<file path="config.mk">
export PLATFORM = sky130hd
export DESIGN_NAME = time_set_sequencer
export DESIGN_NICKNAME = d
export VERILOG_FILES = /design/src/rtl/time_set_sequencer.sv
export SDC_FILE = /design/constraint.sdc
export NUM_CORES = 1
export LEC_CHECK = 0
export ABC_CLOCK_PERIOD_IN_PS = 4000
export BUFFER_PORTS_ARGS = -buffer_cell sky130_fd_sc_hd__buf_2
export CAP_MARGIN = 20
export CORE_MARGIN = 2
export CORE_UTILIZATION = 55
export DETAILED_ROUTE_END_ITERATION = 7
export GPL_TIMING_DRIVEN = 1
export PLACE_DENSITY_LB_ADDON = 0.12
export SLEW_MARGIN = 10
export SYNTH_ARGS = -nofsm -noshare
export SYNTH_HDL_FRONTEND = slang
export SYNTH_SLANG_ARGS = --single-unit
</file>
<file path="constraint.sdc">
create_clock -name clk -period 4 [get_ports clk]
set_clock_uncertainty 0.2 [all_clocks]
set_input_delay 0.4 -clock clk [delete_from_list [all_inputs] [get_ports clk]]
set_output_delay 0.4 -clock clk [all_outputs]
set_load 0.1 [all_outputs]
</file>
<file path="src/rtl/time_set_sequencer.sv">
// Time-set controller: button debounce plus HH:MM edit state machine
// driving the timekeeping counter load and the display blink/select.
module time_set_sequencer #(
  parameter int DEBOUNCE_CYCLES = 500000,
  parameter int TIMEOUT_S       = 30
) (
  input  logic       clk,
  input  logic       rst,
  input  logic [3:0] pb,
  input  logic       tick_1hz,
  input  logic [3:0] cur_hu,
  input  logic [3:0] cur_hl,
  input  logic [3:0] cur_mu,
  input  logic [3:0] cur_ml,
  output logic [3:0] hu,
  output logic [3:0] hl,
  output logic [3:0] mu,
  output logic [3:0] ml,
  output logic       load,
  output logic       setup_mode,
  output logic [1:0] loc,
  output logic       blink
);

  localparam int CW = $clog2(DEBOUNCE_CYCLES + 1);
  localparam logic [CW-1:0] DB_MAX = CW'(DEBOUNCE_CYCLES);
  localparam logic [CW-1:0] DB_PRE = CW'(DEBOUNCE_CYCLES - 1);
  localparam int TW = $clog2(TIMEOUT_S + 1);
  localparam logic [TW-1:0] TO_LAST = TW'(TIMEOUT_S - 1);

  localparam logic [2:0] RUN    = 3'd0;
  localparam logic [2:0] SET_HU = 3'd1;
  localparam logic [2:0] SET_HL = 3'd2;
  localparam logic [2:0] SET_MU = 3'd3;
  localparam logic [2:0] SET_ML = 3'd4;
  localparam logic [2:0] COMMIT = 3'd5;

  logic [3:0] s1_q;
  logic [3:0] s2_q;
  logic [3:0] ev;
  logic [3:0] ev_pri;

  // Synchronisers reset high so a button held through reset stays locked.
  always_ff @(posedge clk) begin
    if (rst) begin
      s1_q <= 4'hF;
      s2_q <= 4'hF;
    end else begin
      s1_q <= pb;
      s2_q <= s1_q;
    end
  end

  for (genvar i = 0; i < 4; i++) begin : g_db
    logic [CW-1:0] cnt_q;
    logic          lock_q;
    logic          ev_q;

    always_ff @(posedge clk) begin
      if (rst) begin
        cnt_q  <= '0;
        lock_q <= 1'b1;
        ev_q   <= 1'b0;
      end else begin
        ev_q <= 1'b0;
        if (!s2_q[i]) begin
          cnt_q  <= '0;
          lock_q <= 1'b0;
        end else if (!lock_q && cnt_q != DB_MAX) begin
          cnt_q <= cnt_q + CW'(1);
          ev_q  <= (cnt_q == DB_PRE);
        end
      end
    end

    assign ev[i] = ev_q;
  end

  always_comb begin
    ev_pri = 4'b0000;
    if (ev[0])      ev_pri = 4'b0001;
    else if (ev[1]) ev_pri = 4'b0010;
    else if (ev[2]) ev_pri = 4'b0100;
    else if (ev[3]) ev_pri = 4'b1000;
  end

  function automatic logic [3:0] step(
    input logic [3:0] v,
    input logic [3:0] max,
    input logic       up
  );
    logic [3:0] r;
    if (up) r = (v >= max) ? 4'd0 : v + 4'd1;
    else    r = (v == 4'd0 || v > max) ? max : v - 4'd1;
    return r;
  endfunction

  logic [2:0]    state_q, state_d;
  logic [3:0]    hu_q, hu_d;
  logic [3:0]    hl_q, hl_d;
  logic [3:0]    mu_q, mu_d;
  logic [3:0]    ml_q, ml_d;
  logic          blink_q, blink_d;
  logic [TW-1:0] tcnt_q, tcnt_d;
  logic [3:0]    hl_max;
  logic          up;

  assign hl_max = (hu_q == 4'd2) ? 4'd3 : 4'd9;
  assign up     = ev_pri[2];

  always_comb begin
    state_d = state_q;
    hu_d    = hu_q;
    hl_d    = hl_q;
    mu_d    = mu_q;
    ml_d    = ml_q;
    blink_d = blink_q;
    tcnt_d  = tcnt_q;
    case (state_q)
      RUN: begin
        blink_d = 1'b0;
        tcnt_d  = '0;
        if (ev_pri[0]) begin
          hu_d    = cur_hu;
          hl_d    = cur_hl;
          mu_d    = cur_mu;
          ml_d    = cur_ml;
          blink_d = 1'b1;
          state_d = SET_HU;
        end
      end
      SET_HU, SET_HL, SET_MU, SET_ML: begin
        if (tick_1hz) blink_d = ~blink_q;
        if (|ev_pri) begin
          tcnt_d = '0;
          unique case (1'b1)
            ev_pri[0]: begin
              blink_d = 1'b0;
              state_d = COMMIT;
            end
            ev_pri[1]: begin
              blink_d = 1'b1;
              case (state_q)
                SET_HU:  state_d = SET_HL;
                SET_HL:  state_d = SET_MU;
                SET_MU:  state_d = SET_ML;
                default: state_d = SET_HU;
              endcase
            end
            ev_pri[2], ev_pri[3]: begin
              case (state_q)
                SET_HU: begin
                  hu_d = step(hu_q, 4'd2, up);
                  if (hu_d == 4'd2 && hl_q > 4'd3) hl_d = 4'd3;
                end
                SET_HL:  hl_d = step(hl_q, hl_max, up);
                SET_MU:  mu_d = step(mu_q, 4'd5, up);
                default: ml_d = step(ml_q, 4'd9, up);
              endcase
            end
            default: ;
          endcase
        end else if (tick_1hz) begin
          // Abort leaves the edit registers untouched and issues no load.
          if (tcnt_q == TO_LAST) begin
            tcnt_d  = '0;
            blink_d = 1'b0;
            state_d = RUN;
          end else begin
            tcnt_d = tcnt_q + TW'(1);
          end
        end
      end
      COMMIT: begin
        blink_d = 1'b0;
        state_d = RUN;
      end
      default: begin
        blink_d = 1'b0;
        tcnt_d  = '0;
        state_d = RUN;
      end
    endcase
  end

  always_ff @(posedge clk) begin
    if (rst) begin
      state_q <= RUN;
      hu_q    <= '0;
      hl_q    <= '0;
      mu_q    <= '0;
      ml_q    <= '0;
      blink_q <= 1'b0;
      tcnt_q  <= '0;
    end else begin
      state_q <= state_d;
      hu_q    <= hu_d;
      hl_q    <= hl_d;
      mu_q    <= mu_d;
      ml_q    <= ml_d;
      blink_q <= blink_d;
      tcnt_q  <= tcnt_d;
    end
  end

  always_comb begin
    setup_mode = 1'b1;
    loc        = 2'd0;
    case (state_q)
      SET_HU:  loc = 2'd3;
      SET_HL:  loc = 2'd2;
      SET_MU:  loc = 2'd1;
      SET_ML:  loc = 2'd0;
      default: setup_mode = 1'b0;
    endcase
  end

  assign load  = (state_q == COMMIT);
  assign blink = blink_q;
  assign hu    = hu_q;
  assign hl    = hl_q;
  assign mu    = mu_q;
  assign ml    = ml_q;

endmodule

</file>
======== After elaboration in Yosys (flattened, before gate mapping) ========
Cells that the tools add are included.
storage, ports and cells
  bits in registers ....................... 117
  logic and storage cells ................. 179
cells by class
  $add $sub $neg .......................... 13
  $lt $le $gt $ge ......................... 9
  eq/ne operators ......................... 27
  muxes and demuxes ....................... 62
  bitwise logic cells ..................... 10
  reductions and logical operators ........ 37
operators with widths
  operator                                              number
  two-way mux 4 bit                                     37
  adder 19 x 1 -> 19 bit (second input constant)        4
  equality test 19 bit (second input constant)          4
  != test 19 bit (second input constant)                4
  one-hot mux 4 bit (2 select lines)                    5
  adder 4 x 1 -> 4 bit (second input constant)          4
  logical NOT 4 bit                                     4
  subtractor 4 x 1 -> 4 bit (second input constant)     4
  two-way mux 5 bit                                     3
  AND reduction 5 bit                                   3
  OR reduction 3 bit                                    5
  two-way mux 3 bit                                     4
  one-hot mux 3 bit (2 select lines)                    2
  inverter 1 bit                                        10
  one-hot mux 5 bit (2 select lines)                    1
  OR reduction 2 bit                                    5
  != test 3 x 1 -> 1 bit (second input constant)        3
  one-hot mux 3 bit (3 select lines)                    1
  equality test 4 x 2 -> 1 bit (second input constant)  2
  > comparator 4 x 2 -> 1 bit (second input constant)   2
  != test 2 x 1 -> 1 bit (second input constant)        4
  OR reduction 4 bit                                    2
  equality test 3 x 2 -> 1 bit (second input constant)  2
  equality test 3 bit (second input constant)           2
  24 further kinds                                      41

======== Depth between registers and ports, before layout ========
  word-level depth ........................ 16
  mapped depth ............................ 10
  gate-level depth less buffers ........... 10

======== Least setup slack after synthesis ========
Ideal clock, no wire load.
  kind .................................... register -> register
  start point ............................. register hu_q[0], in the netlist hu[0]
  end point ............................... register hl_q[1], in the netlist hl[1]
  setup time .............................. 0.072 ns
  arrival time ............................ 3.175 ns
  data required time ...................... 3.728 ns
  setup slack ............................. 0.552 ns
  cell stages (with the launch flop) ...... 11
  clock period less this slack ............ 3.448 ns
  cells stage by stage .................... dfxtp_1 -> inv_1 -> ha_1 -> nand2_1 -> inv_1 -> ha_1 -> a21oi_1 -> o221ai_1 -> or3_1 -> a311o_1 -> mux2i_1
on the way
  longest elaborated chain between the ends .. 12
  elaborated cells between the ends (all ways) .. 29
RTL lines
  item                                                              RTL line  text
  start: declaration                                                99        logic [3:0] hu_q, hu_d;
  start signal: assignment                                          197       hu_q <= hu_d;
  > comparator 4 x 2 -> 1 bit or logical NOT 4 bit (tied branches)  94        else r = (v == 4'd0 || v > max) ? max : v - 4'd1;
  logical OR 1 bit                                                  94
  two-way mux 4 bit                                                 94
  two-way mux 4 bit                                                 93        if (up) r = (v >= max) ? 4'd0 : v + 4'd1;
  two-way mux 4 bit                                                 151       case (state_q)
  two-way mux 4 bit                                                 136       unique case (1'b1)
  two-way mux 4 bit                                                 134       if (|ev_pri) begin
  two-way mux 4 bit                                                 119       case (state_q)
  equality test 4 x 2 -> 1 bit                                      154       if (hu_d == 4'd2 && hl_q > 4'd3) hl_d = 4'd3;
  logical AND 1 bit                                                 154
  != test 3 bit (no source line)                                    -
  AND reduction 6 bit (no source line)                              -
  end signal: assignment                                            198       hl_q <= hl_d;
  end: declaration                                                  100       logic [3:0] hl_q, hl_d;
Parallel ways exist; a longest one is shown, timed or not. The select of a mux whose other input is x is not followed.
A chain may end at the register's enable or synchronous reset.

======== Worst setup path in the final report ========
  start point ............................. register state_q[2]
  end point ............................... output port setup_mode
on the way
  longest elaborated chain between the ends .. 3
  elaborated cells between the ends (all ways) .. 6
RTL lines
  item                                                        RTL line  text
  start: declaration                                          98        logic [2:0] state_q, state_d;
  start signal: assignment                                    196       state_q <= state_d;
  equality test 3 x 2 -> 1 bit, or another cell as far along  209       case (state_q)
  OR reduction 4 bit (no source line) (*)                     -
  two-way mux 1 bit (*)                                       209
  end: declaration                                            20        output logic setup_mode,
Mark *: on every way between the ends. The rest lies on a longest branch, timed or not.

==> run_results.csv <==
group,metric,value,unit
route,totalWireLength,14.0,mm
worst_setup_path,end_kind,"output pin",
finish,multi_input_area,3670,um^2
synth,syn-cell-area,6280,um^2
finish,final_cell_mix,"dfxtp_1, nor2_1, nand2_1",
sta,grt_setup_unrepaired,"false",
sta,worstMarginPinSlew,0.764,ns
route,drc,0,
floorplan,top_level_ports,44,
floorplan,placementRows,39,
synth,synth_top_flop_cell,"dfxtp_1",
worst_setup_path,cp_top_family,"buffers and inverters",
place,io_buffers,43,
floorplan,start_util,55.7,%
route,wl_per_cell,14.7,um
clock_tree,clkSinkCount,117,
synth,ys_ff_latch,117,
synth,synthCells,758,
synth,syn_nets,804,
sta,relSlewSlack,48.6,%
route,drtAntennaViolNets,0,
finish,drive_gt1_share,12.2,%
worst_setup_path,critPathMaxFanout,22,
clock_tree,worstSkewPairLatency,0.42,ns
run,cap_violations,0,
run_status,status,"finished clean",
worst_setup_path,cpPeakStageDelay,0.73,ns
place,pre_cts_ws,1.10,ns
finish,design_area,7190,um^2
clock_tree,cts_buffers,17,
sta,fmaxAchievable,297,MHz
finish,seq_area,2340,um^2
route,drt_iter0_markers,462,
grt,grt_max_degree,35,
floorplan,die-width,111,um
place,placed_area,6540,um^2
worst_setup_path,reg2reg_depth,10,
sta,fin_setup_tns,0,ns
sta,hold_ws,0.0518,ns
clock_tree,clock-root-buffer,"clkbuf_16",
route,drt_first_pass_iters,5,
synth,avgSynthCellArea,8.29,um^2
finish,utilization,63.7,%
clock_tree,cts_max_path_buffers,2,
sta,finalCriticalPeriod,3.37,ns
grt,grt_overflow,0,
synth,ys_seq_area_share,37.3,%
finish,fill_cells,949,
worst_setup_path,crit_chain,"o21ai_0 > nand2_1 > inv_1 > buf_2",
clock_tree,ctsResizeCount,0,
sta,slew_violations,0,
finish,diodes,0,
power_and_ir_drop,ir_worst_vdd,340,uV
worst_setup_path,crit_buf_inv,2,
synth,async_reset_ff_share,0,%
power_and_ir_drop,p_leak,2.65,nW
clock_tree,cts_tree,"done",
finish,syn_to_final_growth,14.4,%
grt,grt_pass1_vias,5331,
floorplan,core,11300,um^2
grt,grt_pass1_wl,24.5,mm
synth,synth_edf_count,0,
floorplan,dieHeight,111,um
sta,hold_violations,0,
worst_setup_path,cp-start-kind,"flop",
synth,yosysWarnings,0,
sta,period_share,84.3,%
place,place_congestion,0.837,
clock_tree,cts.clk_slew.worst_paths,0.05,ns
worst_setup_path,crit_slowest_cell,"dfxtp_1",
grt,antenna_found_initial,0,
synth,synth_cell_type_count,66,
worst_setup_path,critPathArrivalTime,2.77,ns
place,post-dp-hpwl,9.45,mm
floorplan,fp.dieArea,12300,um^2
clock_tree,cts_htree_levels,4,
route,via_per_inst,5.83,
worst_setup_path,crit_required,3.40,ns
sta,fin_ws,0.628,ns
sta,finalSetupViolCount,0,
worst_hold_path,worstHoldPathType,"input pin to flop",
finish,fin_nets,837,
worst_setup_path,worst-path-stages,4,
route,num_vias,5520,
worst_setup_path,path_class,"flop to output pin",
worst_hold_path,whs_path_depth,3,
finish,layout_commonest_cell,"dfxtp_1",
power_and_ir_drop,power_density,388,nW/um^2
grt,track_usage,23.9,%
## timing repair
| action | in CTS | in global routing |
|---|---|---|
| hold buffers | 4 | 0 |
| hold endpoints to repair | 4 | 0 |
| setup buffers | 0 | 0 |
## layout make-up
cell class | instances | share of cell area [%]
well taps | 143 | 2.49
flip-flops and latches | 117 | 32.6
multi-input cells | 572 | 51.1
clock inverters | 13 | 2.18
inverters | 34 | 1.78
clock buffers | 19 | 6.16
repair buffers | 49 | 3.73
## per-stage QoR
stage          cells  total power [mW]
2_1_floorplan    758              1.25
3_3_place_gp     910              1.27
3_5_place_dp     910              1.27
4_1_cts          946              2.82
5_1_grt          947              2.88
6_report         947              2.79
## final timing paths
| kind | start | endpoint | slack (ns) |
|---|---|---|---|
| setup / recovery | state_q[2] | setup_mode | 0.63 |
| hold / removal | cur_mu[1] | mu[1] | 0.05 |
| setup reg to reg | hu[0] | hl[1] | 1.04 |
| hold reg to reg | s1_q[1] | s2_q[1] | 0.21 |
## sequential cells by signal (all words and copies together), names as in the netlist
signal and flops:
blink 1, g_db.cnt_q 76, g_db.ev_q 4, g_db.lock_q 4
hl 4, hu 4, ml 4, mu 4
s1_q 4, s2_q 4, state_q 3, tcnt_q 5
## synth_stat cells, types with 15 or more instances
master	n	area [um^2]
dfxtp_1	117	2340
o21ai_0	27	135
xnor2_1	35	307
nand4_1	21	131
nand2_1	61	229
ha_1	23	288
nand3_1	32	160
inv_1	33	124
nor2_1	94	353
xor2_1	30	263
nor3_1	21	105
and3_1	15	93.8
a21oi_1	38	190
or3_1	16	100
clkbuf_1	29	109
## report_power, final
group | internal [mW] | total (mW) | switching, mW | leakage (nW)
Clock | 0.991 | 1.54 | 0.551 | 0.293
Combinational | 0.0269 | 0.0658 | 0.0389 | 1.41
Sequential | 1.18 | 1.18 | 0.00703 | 0.945
Total | 2.19 | 2.79 | 0.597 | 2.65
## worst min-delay path, stage by stage
cell and delay [ns]:
buf_2 0.09, nand2_1 0.04, a311oi_1 0.08
## metal layers
metal	global-route usage, %	wire [um]
met5	0	0
met4	9.17	221
met3	7.22	795
met2	38.8	6620
met1	29.9	6320
## logic make-up after synthesis
family,Yosys count,share of synthesized area (%)
xor gates and xnor gates,65,9.06
AOI/OAI and AO/OA,128,13.8
DFF,117,37.3
buffers and inverters,69,4.28
muxes,15,2.47
adders and majority gates,23,4.58
and+or+nand+nor,341,28.5
Note: power is estimated with default switching activity, not from simulation.
